File: src/rtl/ctrl_seq.sv
// rtl/ctrl_seq.sv - multi-cycle control sequencer with memory stalls, conditional branch and sticky halt
module ctrl_seq #(
   parameter int IW      = 9,
   parameter int OPW     = 3,
   parameter int TGTW    = 3,
   parameter int TGT_LSB = 3,
   parameter int LD_OP   = 4,
   parameter int ST_OP   = 5,
   parameter int BR_OP   = 6,
   parameter int MEM_LAT = 2,
   parameter int BR_COND = 0,
   parameter int CNTW    = 16
) (
   input  logic            Clk,
   input  logic            Reset_n,
   input  logic [IW-1:0]   Instruction,
   input  logic            InstrValid,
   input  logic            Zero,
   output logic            BranchEn,
   output logic [TGTW-1:0] PCTarg,
   output logic            RegWrEn,
   output logic            MemWrEn,
   output logic            MemRdEn,
   output logic            LoadInst,
   output logic            Stall,
   output logic            Ack,
   output logic [CNTW-1:0] InstrCount
);

   typedef enum logic [1:0] {
      RUN     = 2'd0,
      MEMWAIT = 2'd1,
      HALT    = 2'd2
   } state_t;

   localparam logic [OPW-1:0]  LD_CODE   = OPW'(LD_OP);
   localparam logic [OPW-1:0]  ST_CODE   = OPW'(ST_OP);
   localparam logic [OPW-1:0]  BR_CODE   = OPW'(BR_OP);
   localparam logic [OPW-1:0]  OP_ONES   = '1;
   localparam logic [IW-1:0]   HALT_WORD = '1;
   localparam bit              HAS_LAT   = (MEM_LAT != 0);
   // wait_cnt counts the MEMWAIT cycles that still stall; the issue cycle already stalls once
   localparam logic [3:0]      WAIT_INIT = (MEM_LAT == 0) ? 4'd0 : 4'(MEM_LAT - 1);
   localparam logic [CNTW-1:0] CNT_ONE   = CNTW'(1);
   localparam bit              BR_ALWAYS = (BR_COND == 0);

   state_t         state;
   logic [OPW-1:0] op_q;
   logic [3:0]     wait_cnt;
   logic [OPW-1:0] opcode;

   logic br_d, rw_d, mw_d, mr_d, li_d, st_d;
   logic retire, go_wait, go_halt;

   assign opcode = Instruction[IW-1:IW-OPW];

   // Mealy decode of strobes plus the intent signals that steer the state register
   always_comb begin
      br_d    = 1'b0;
      rw_d    = 1'b0;
      mw_d    = 1'b0;
      mr_d    = 1'b0;
      li_d    = 1'b0;
      st_d    = 1'b0;
      retire  = 1'b0;
      go_wait = 1'b0;
      go_halt = 1'b0;
      case (state)
         RUN: begin
            if (InstrValid) begin
               if (Instruction == HALT_WORD) begin
                  // halt retires but raises no strobe; Ack follows at the edge
                  retire  = 1'b1;
                  go_halt = 1'b1;
               end else if (opcode == LD_CODE) begin
                  mr_d = 1'b1;
                  li_d = 1'b1;
                  if (HAS_LAT) begin
                     st_d    = 1'b1;
                     go_wait = 1'b1;
                  end else begin
                     rw_d   = 1'b1;
                     retire = 1'b1;
                  end
               end else if (opcode == ST_CODE) begin
                  mw_d = 1'b1;
                  if (HAS_LAT) begin
                     st_d    = 1'b1;
                     go_wait = 1'b1;
                  end else begin
                     retire = 1'b1;
                  end
               end else if (opcode == BR_CODE) begin
                  br_d   = BR_ALWAYS | Zero;
                  retire = 1'b1;
               end else if (opcode == OP_ONES) begin
                  // non-halt encodings under the all-ones opcode are NOPs
                  retire = 1'b1;
               end else begin
                  rw_d   = 1'b1;
                  retire = 1'b1;
               end
            end
         end
         MEMWAIT: begin
            // the held instruction is ignored; the latched opcode drives the decode
            li_d = (op_q == LD_CODE);
            if (wait_cnt != 4'd0) begin
               st_d = 1'b1;
            end else begin
               rw_d   = (op_q == LD_CODE);
               retire = 1'b1;
            end
         end
         HALT: begin
            st_d = 1'b1;
         end
         default: begin
            st_d = 1'b0;
         end
      endcase
   end

   // every combinational output is forced low while reset is asserted
   assign BranchEn = Reset_n & br_d;
   assign RegWrEn  = Reset_n & rw_d;
   assign MemWrEn  = Reset_n & mw_d;
   assign MemRdEn  = Reset_n & mr_d;
   assign LoadInst = Reset_n & li_d;
   assign Stall    = Reset_n & st_d;
   assign PCTarg   = Reset_n ? Instruction[TGT_LSB+TGTW-1:TGT_LSB] : '0;

   // state register, memory wait counter, sticky Ack and retired-instruction counter
   always_ff @(posedge Clk or negedge Reset_n) begin
      if (!Reset_n) begin
         state      <= RUN;
         op_q       <= '0;
         wait_cnt   <= 4'd0;
         Ack        <= 1'b0;
         InstrCount <= '0;
      end else begin
         if (retire) begin
            InstrCount <= InstrCount + CNT_ONE;
         end
         case (state)
            RUN: begin
               if (go_halt) begin
                  state <= HALT;
                  Ack   <= 1'b1;
               end else if (go_wait) begin
                  state    <= MEMWAIT;
                  op_q     <= opcode;
                  wait_cnt <= WAIT_INIT;
               end
            end
            MEMWAIT: begin
               if (wait_cnt != 4'd0) begin
                  wait_cnt <= wait_cnt - 4'd1;
               end else begin
                  state <= RUN;
               end
            end
            HALT: begin
               Ack <= 1'b1;
            end
            default: begin
               state <= RUN;
            end
         endcase
      end
   end

endmodule

File: config.mk
export PLATFORM = sky130hd
export DESIGN_NAME = ctrl_seq
export DESIGN_NICKNAME = d
export VERILOG_FILES = /design/src/rtl/ctrl_seq.sv
export SDC_FILE = /design/constraint.sdc
export NUM_CORES = 1
export LEC_CHECK = 0
export ABC_CLOCK_PERIOD_IN_PS = 4800
export BUFFER_PORTS_ARGS = -buffer_cell sky130_fd_sc_hd__buf_2
export CAP_MARGIN = 20
export CORE_MARGIN = 2
export CORE_UTILIZATION = 45
export CTS_CLUSTER_SIZE = 20
export DETAILED_ROUTE_END_ITERATION = 10
export PLACE_DENSITY = 0.81
export SLEW_MARGIN = 10
export SYNTH_ARGS = -nofsm -noshare
export SYNTH_HDL_FRONTEND = slang
export SYNTH_SLANG_ARGS = --single-unit
File: constraint.sdc
create_clock -name Clk -period 4.8 [get_ports Clk]
set_input_delay 0.72 -clock Clk [delete_from_list [all_inputs] [get_ports Clk]]
set_output_delay 0.72 -clock Clk [all_outputs]
set_load 0.005 [all_outputs]
==> impl_metrics.tcl, run 1 <==
set metrics [dict create \
    tritoncts "built" \
    dp_hpwl_mm 2.03 \
    crit_type "reg2out" \
    synth_cell_types 30 \
    p_total_mw 0.680 \
    routabilityCongestion 0.776 \
    ys_ff_latch 26 \
    synth_area_per_cell_sq_um 10.5 \
    cts_root_buffer "clkbuf_4" \
    die_h_microns 57.7 \
    timing.rr.start "wait_cnt[0]$_DFFE_PN0P_" \
    grt_overflow_total 0 \
    tightest_slew_ps 655 \
    grt_pass1_vias 1025 \
    core_sq_mm 0.00276 \
    slew_viol_final 0 \
    max_freq_mhz 393 \
    hold_class "in2async" \
    synth_fa_ha_area_frac 0.0193 \
    h-tree-depth 1 \
    fillerInstances 258 \
    syn2layout_area_growth_pct 20.1 \
    final_common_cell "buf_2" \
    grt_max_degree 34 \
    cts_hold_buf 0 \
    initial_core_util 0.471 \
    avgRoutedWirePerCell_microns 13.7 \
    critical_path_required_ps 4080 \
    ir_drop_uv 288 \
    syn_inst 124 \
    clk_transition_reported_paths_ps 130 \
    crit_fanout 8 \
    setup_tns_ps 0 \
    rsz0062_at_grt "false" \
    end_kind "output port" \
    final_cell_mix "37 x buf_2, 26 x dfrtp_1, 14 x nand2_1, 14 x xnor2_1, 11 x nand4_1" \
    nNetsFinal 181 \
    multi_input_area_sq_um 636 \
    synth_xor_area_frac 0.108 \
    dr.pass1.iters 4 \
    worstSetupStartpointType "flip-flop" \
    drive_above_1_share 0.291 \
    critPathLaunch "state[0]$_DFFE_PN0P_" \
    cts_buffer_depth 2 \
    synth_nets 139 \
    wl_mm 2.69 \
    grt_pass1_wl_mm 4.63 \
    clkSinkCount 26 \
    r2r_slack_ps 2760 \
    vias_per_cell 5.52 \
    arrival_ps 1820 \
    die_w_microns 57.7 \
    ys_seq_area_frac 0.501 \
    die_area_sq_mm 0.00333 \
    cts_resized 0 \
    cts_buffers 3 \
    crit_path_end "MemWrEn" \
    synth_mux_area_frac 0.00868 \
    synth_compound_area_frac 0.0685 \
    post_cts_buffers 0 \
    grt_usage 0.176 \
    seq_area_sq_um 651 \
    p_leak_nw 0.739 \
    rows 19 \
    hold_violations 0 \
    syn_area_sq_mm 0.00130 \
    ant_nets 0 \
    min_period_over_period 0.530 \
    finClkSkew_ps 4.89 \
    vias 1082 \
    worst-r2r-cell-count 5 \
    synth_top_family_by_area "simple AND/OR/NAND/NOR gates" \
    n_antenna_cell 0 \
    p_per_area_mw_per_mm2 437 \
    antenna_found_initial 0 \
    yosys.area_share.simple 0.285 \
    setup_viol 0 \
    port_buffers 37 \
    period_needed_ps 2540 \
    timing.rr.end "InstrCount[1]$_DFFE_PN0P_" \
    ys_warn_count 0 \
    status "completed" \
    max-slew-margin-rel 0.563 \
    first_iter_violations 36 \
    io_pins 39 \
    maxCapViolCount 0 \
    clock_latency_ps 310 \
    route.detailed.drc 0 \
]
## area by class of cell
class	instances	area share
clock buffer	4	0.0233
inverter	3	0.00723
multi-input combinational	95	0.408
sequential	26	0.418
tap	31	0.0249
timing repair buffer	37	0.119
## cell families (layout without fill, tap and decap cells)
logic type,after synthesis,in the layout
AND/OR/NAND/NOR,66,66
buffers and inverters,3,44
multiplexers,1,1
flip-flops,26,26
XOR/XNOR,16,16
AO/OA/AOI/OAI,10,10
adder cells (fa/ha/maj),2,2
## how the worst min path moves through the flow
stage | slack (ps) | endpoint | start
after global placement | 450 | Ack$_DFFE_PN0P_ | Ack$_DFFE_PN0P_
final | 420 | wait_cnt[3]$_DFFE_PN0P_ | Reset_n
after global routing | 430 | wait_cnt[3]$_DFFE_PN0P_ | Reset_n
after CTS | 430 | wait_cnt[2]$_DFFE_PN0P_ | Reset_n
after detailed placement | 460 | Ack$_DFFE_PN0P_ | Ack$_DFFE_PN0P_
after floorplan | 420 | Ack$_DFFE_PN0P_ | Reset_n
## state kept, by name, summed over array words and instances (netlist names)
signal / flops
Ack: 1
InstrCount: 16
wait_cnt: 4
state: 2
op_q: 3
## Yosys cell counts
library cell / instances / area share
a21oi_1: 2 / 0.0077
a31oi_1: 1 / 0.0048
and2_1: 5 / 0.024
and3_1: 4 / 0.019
and4_1: 1 / 0.0068
dfrtp_1: 26 / 0.50
ha_1: 2 / 0.019
inv_1: 3 / 0.0087
mux2_2: 1 / 0.0087
nand2_1: 14 / 0.041
nand2b_1: 3 / 0.014
nand3_1: 6 / 0.023
nand4_1: 11 / 0.053
nand4b_1: 2 / 0.014
nor2_1: 9 / 0.026
nor2b_1: 3 / 0.014
nor3_1: 1 / 0.0039
nor3b_1: 2 / 0.012
o21a_1: 1 / 0.0058
o21ai_0: 2 / 0.0077
o22ai_1: 1 / 0.0048
o22ai_2: 1 / 0.0096
o32ai_1: 1 / 0.0068
o32ai_4: 1 / 0.021
or2_2: 1 / 0.0048
or2b_1: 1 / 0.0058
or3b_2: 1 / 0.0068
or3b_4: 2 / 0.017
xnor2_1: 14 / 0.095
xor2_1: 2 / 0.014
## critical path, cell delays in order, from the launching register on
cell and delay [ps]:
dfrtp_1 480, or3b_4 460, nor2_1 280, and3_1 190, buf_2 100
## report_power, final
group	total, mW	internal, mW	switching, mW
logic	0.251	0.117	0.134
registers	0.324	0.267	0.0576
clock network	0.106	0.0463	0.0593
## per-stage QoR
stage	area, sq um	hold WS (ps)	utilization	cells	setup slack [ps]
3_5_place_dp	1520	456	0.552	192	2270
2_1_floorplan	1300	424	-	124	2560
3_3_place_gp	1520	454	0.552	192	2290
6_report	1560	415	0.565	196	2260
5_1_grt	1560	434	0.565	196	2090
4_1_cts	1560	427	0.565	196	2240
## layer usage
layer,vias up,GRT usage,routed length (microns)
li1,518,-,-
met1,536,0.248,1160
met2,28,0.281,1370
met3,0,0.0379,162
met4,0,0.0399,0
met5,-,0,0
No activity file was read; power rests on OpenSTA's default activity.
==> run 2: changes to the inputs <==
ABC_CLOCK_PERIOD_IN_PS = 2150   (was 4800)
PLACE_DENSITY = 0.84   (was 0.81)
clock period = 2.15 ns   (was 4.8 ns; I/O delays follow)
==> run 2 against run 1 <==
Against the previous run: worst hold slack got worse by 170 ps; critical path type unchanged; non-clock buffer count rose by 4; combinational power grew 150%; setup slack lost 2100 ps; sequential power rose by 130%.
==> impl_metrics.tcl, run 2 (synthesis gave the netlist of run 1 again) <==
set metrics [dict create \
    final_common_cell "buf_2" \
    cts_root_buffer "clkbuf_4" \
    critPathLaunch "state[0]$_DFFE_PN0P_" \
    grt_pass1_vias 1096 \
    avgRoutedWirePerCell_microns 13.9 \
    die_area_sq_mm 0.00333 \
    grt_pass1_wl_mm 4.80 \
    ir_drop_uv 613 \
    arrival_ps 1710 \
    n_antenna_cell 0 \
    first_iter_violations 26 \
    syn2layout_area_growth_pct 25.9 \
    status "completed" \
    h-tree-depth 1 \
    clock_latency_ps 330 \
    rsz0062_at_grt "false" \
    hold_violations 0 \
    top_register "InstrCount" \
    r2r_slack_ps 220 \
    rows 19 \
    core_sq_mm 0.00276 \
    cts_buffers 3 \
    crit_fanout 8 \
    dp_hpwl_mm 2.16 \
    io_pins 39 \
    die_w_microns 57.7 \
    fillerInstances 246 \
    dr.pass1.iters 4 \
    final_cell_mix "37 x buf_2, 25 x dfrtp_1, 14 x nand2_1, 14 x xnor2_1, 11 x nand4_1" \
    maxCapViolCount 0 \
    wl_mm 2.77 \
    max_freq_mhz 492 \
    tritoncts "built" \
    p_per_area_mw_per_mm2 1030 \
    top_regs "InstrCount: 16 flops, wait_cnt: 4 flops, op_q: 3 flops" \
    p_leak_nw 0.766 \
    tightest_slew_ps 467 \
    slew_viol_final 0 \
    antenna_found_initial 0 \
    crit_path_end "Stall" \
    die_h_microns 57.7 \
    clk_transition_reported_paths_ps 140 \
    layout.cells.non_filler 200 \
    port_buffers 37 \
    worst-r2r-cell-count 5 \
    setup_viol 0 \
    period_needed_ps 2030 \
    vias_per_cell 5.58 \
    route.detailed.drc 0 \
    worstSetupStartpointType "flip-flop" \
    routabilityCongestion 0.782 \
    grt_overflow_total 0 \
    clkSinkCount 26 \
    crit_type "reg2out" \
    hold_class "in2reg" \
    vias 1116 \
    cts_buffer_depth 2 \
    end_kind "output port" \
    largest_register_ffs 16 \
    nNetsFinal 185 \
    min_period_over_period 0.944 \
    setup_tns_ps 0 \
    drive_above_1_share 0.320 \
    critical_path_required_ps 1830 \
    seq_area_sq_um 652 \
    timing.rr.start "wait_cnt[0]$_DFFE_PN0P_" \
    finClkSkew_ps 12.6 \
    initial_core_util 0.471 \
    grt_usage 0.185 \
    placedCellCount 194 \
    max-slew-margin-rel 0.688 \
    ant_nets 0 \
    timing.rr.end "InstrCount[1]$_DFFE_PN0P_" \
    multi_input_area_sq_um 662 \
    grt_max_degree 23 \
]
## run 2: cell count changes in the layout (fill, tap and decap cells not counted), sizes merged
cell | previous run | this run
clkbuf | 4 | 3
bufinv | 0 | 1
dlygate4sd3 | 0 | 1
buf | 37 | 40
## run 2: what timing repair did
action / 4_1_cts / 5_1_grt
endpoints found under the hold margin: 14 / 0
gates resized for setup: 2 / 4
hold buffers: 1 / 0
buffers inserted: 0 / 1
setup endpoints to repair: 2 / 4
## run 2: stage by stage
| stage | worst slack (ps) | hold WS, ps | instance area (sq um) | util | power [mW] |
|---|---|---|---|---|---|
| 2_1_floorplan | 328 | 26.9 | 1300 | - | 1.10 |
| 6_report | 119 | 249 | 1630 | 0.593 | 1.68 |
| 4_1_cts | 61.5 | 232 | 1610 | 0.583 | 1.66 |
| 5_1_grt | 15.0 | 263 | 1630 | 0.593 | 1.80 |
| 3_5_place_dp | 142 | 287 | 1540 | 0.557 | 1.32 |
| 3_3_place_gp | 201 | 271 | 1540 | 0.557 | 1.27 |
## run 2: final cells by class
type	instances	share of cell area
flip-flops and latches	26	0.399
multi-input cells	95	0.405
repair buffers	41	0.133
inverters	3	0.00689
well taps	31	0.0237
clock inverters	1	0.0184
clock buffers	3	0.0138
## run 2: where the power goes
part	internal (mW)	switching (mW)
logic	0.300	0.318
clock network	0.189	0.144
registers	0.597	0.136
## run 2: worst min-delay path by stage
stage | cells after the start | slack, ps | endpoint | start
2_1_floorplan | 0 | 30 | Ack$_DFFE_PN0P_ | Reset_n
3_3_place_gp | 1 | 270 | wait_cnt[2]$_DFFE_PN0P_ | Reset_n
3_5_place_dp | 1 | 290 | wait_cnt[3]$_DFFE_PN0P_ | Reset_n
4_1_cts | 3 | 230 | op_q[0]$_DFFE_PN0P_ | Instruction[6]
5_1_grt | 3 | 260 | op_q[0]$_DFFE_PN0P_ | Instruction[6]
6_report | 3 | 250 | op_q[0]$_DFFE_PN0P_ | Instruction[6]
## run 2: critical path, cell delays in order, from the launching register on
cell and delay [ps]:
dfrtp_2 480, or3b_4 470, o22ai_1 180, o21a_1 150, buf_2 110
## run 2: routing by layer
metal / track usage / vias to the layer above / part of all wire
met5: 0 / - / 0
met1: 0.240 / 550 / 0.42
met2: 0.318 / 33 / 0.52
met3: 0.0268 / 3 / 0.056
li1: - / 530 / -
met4: 0.0664 / 0 / 0.011
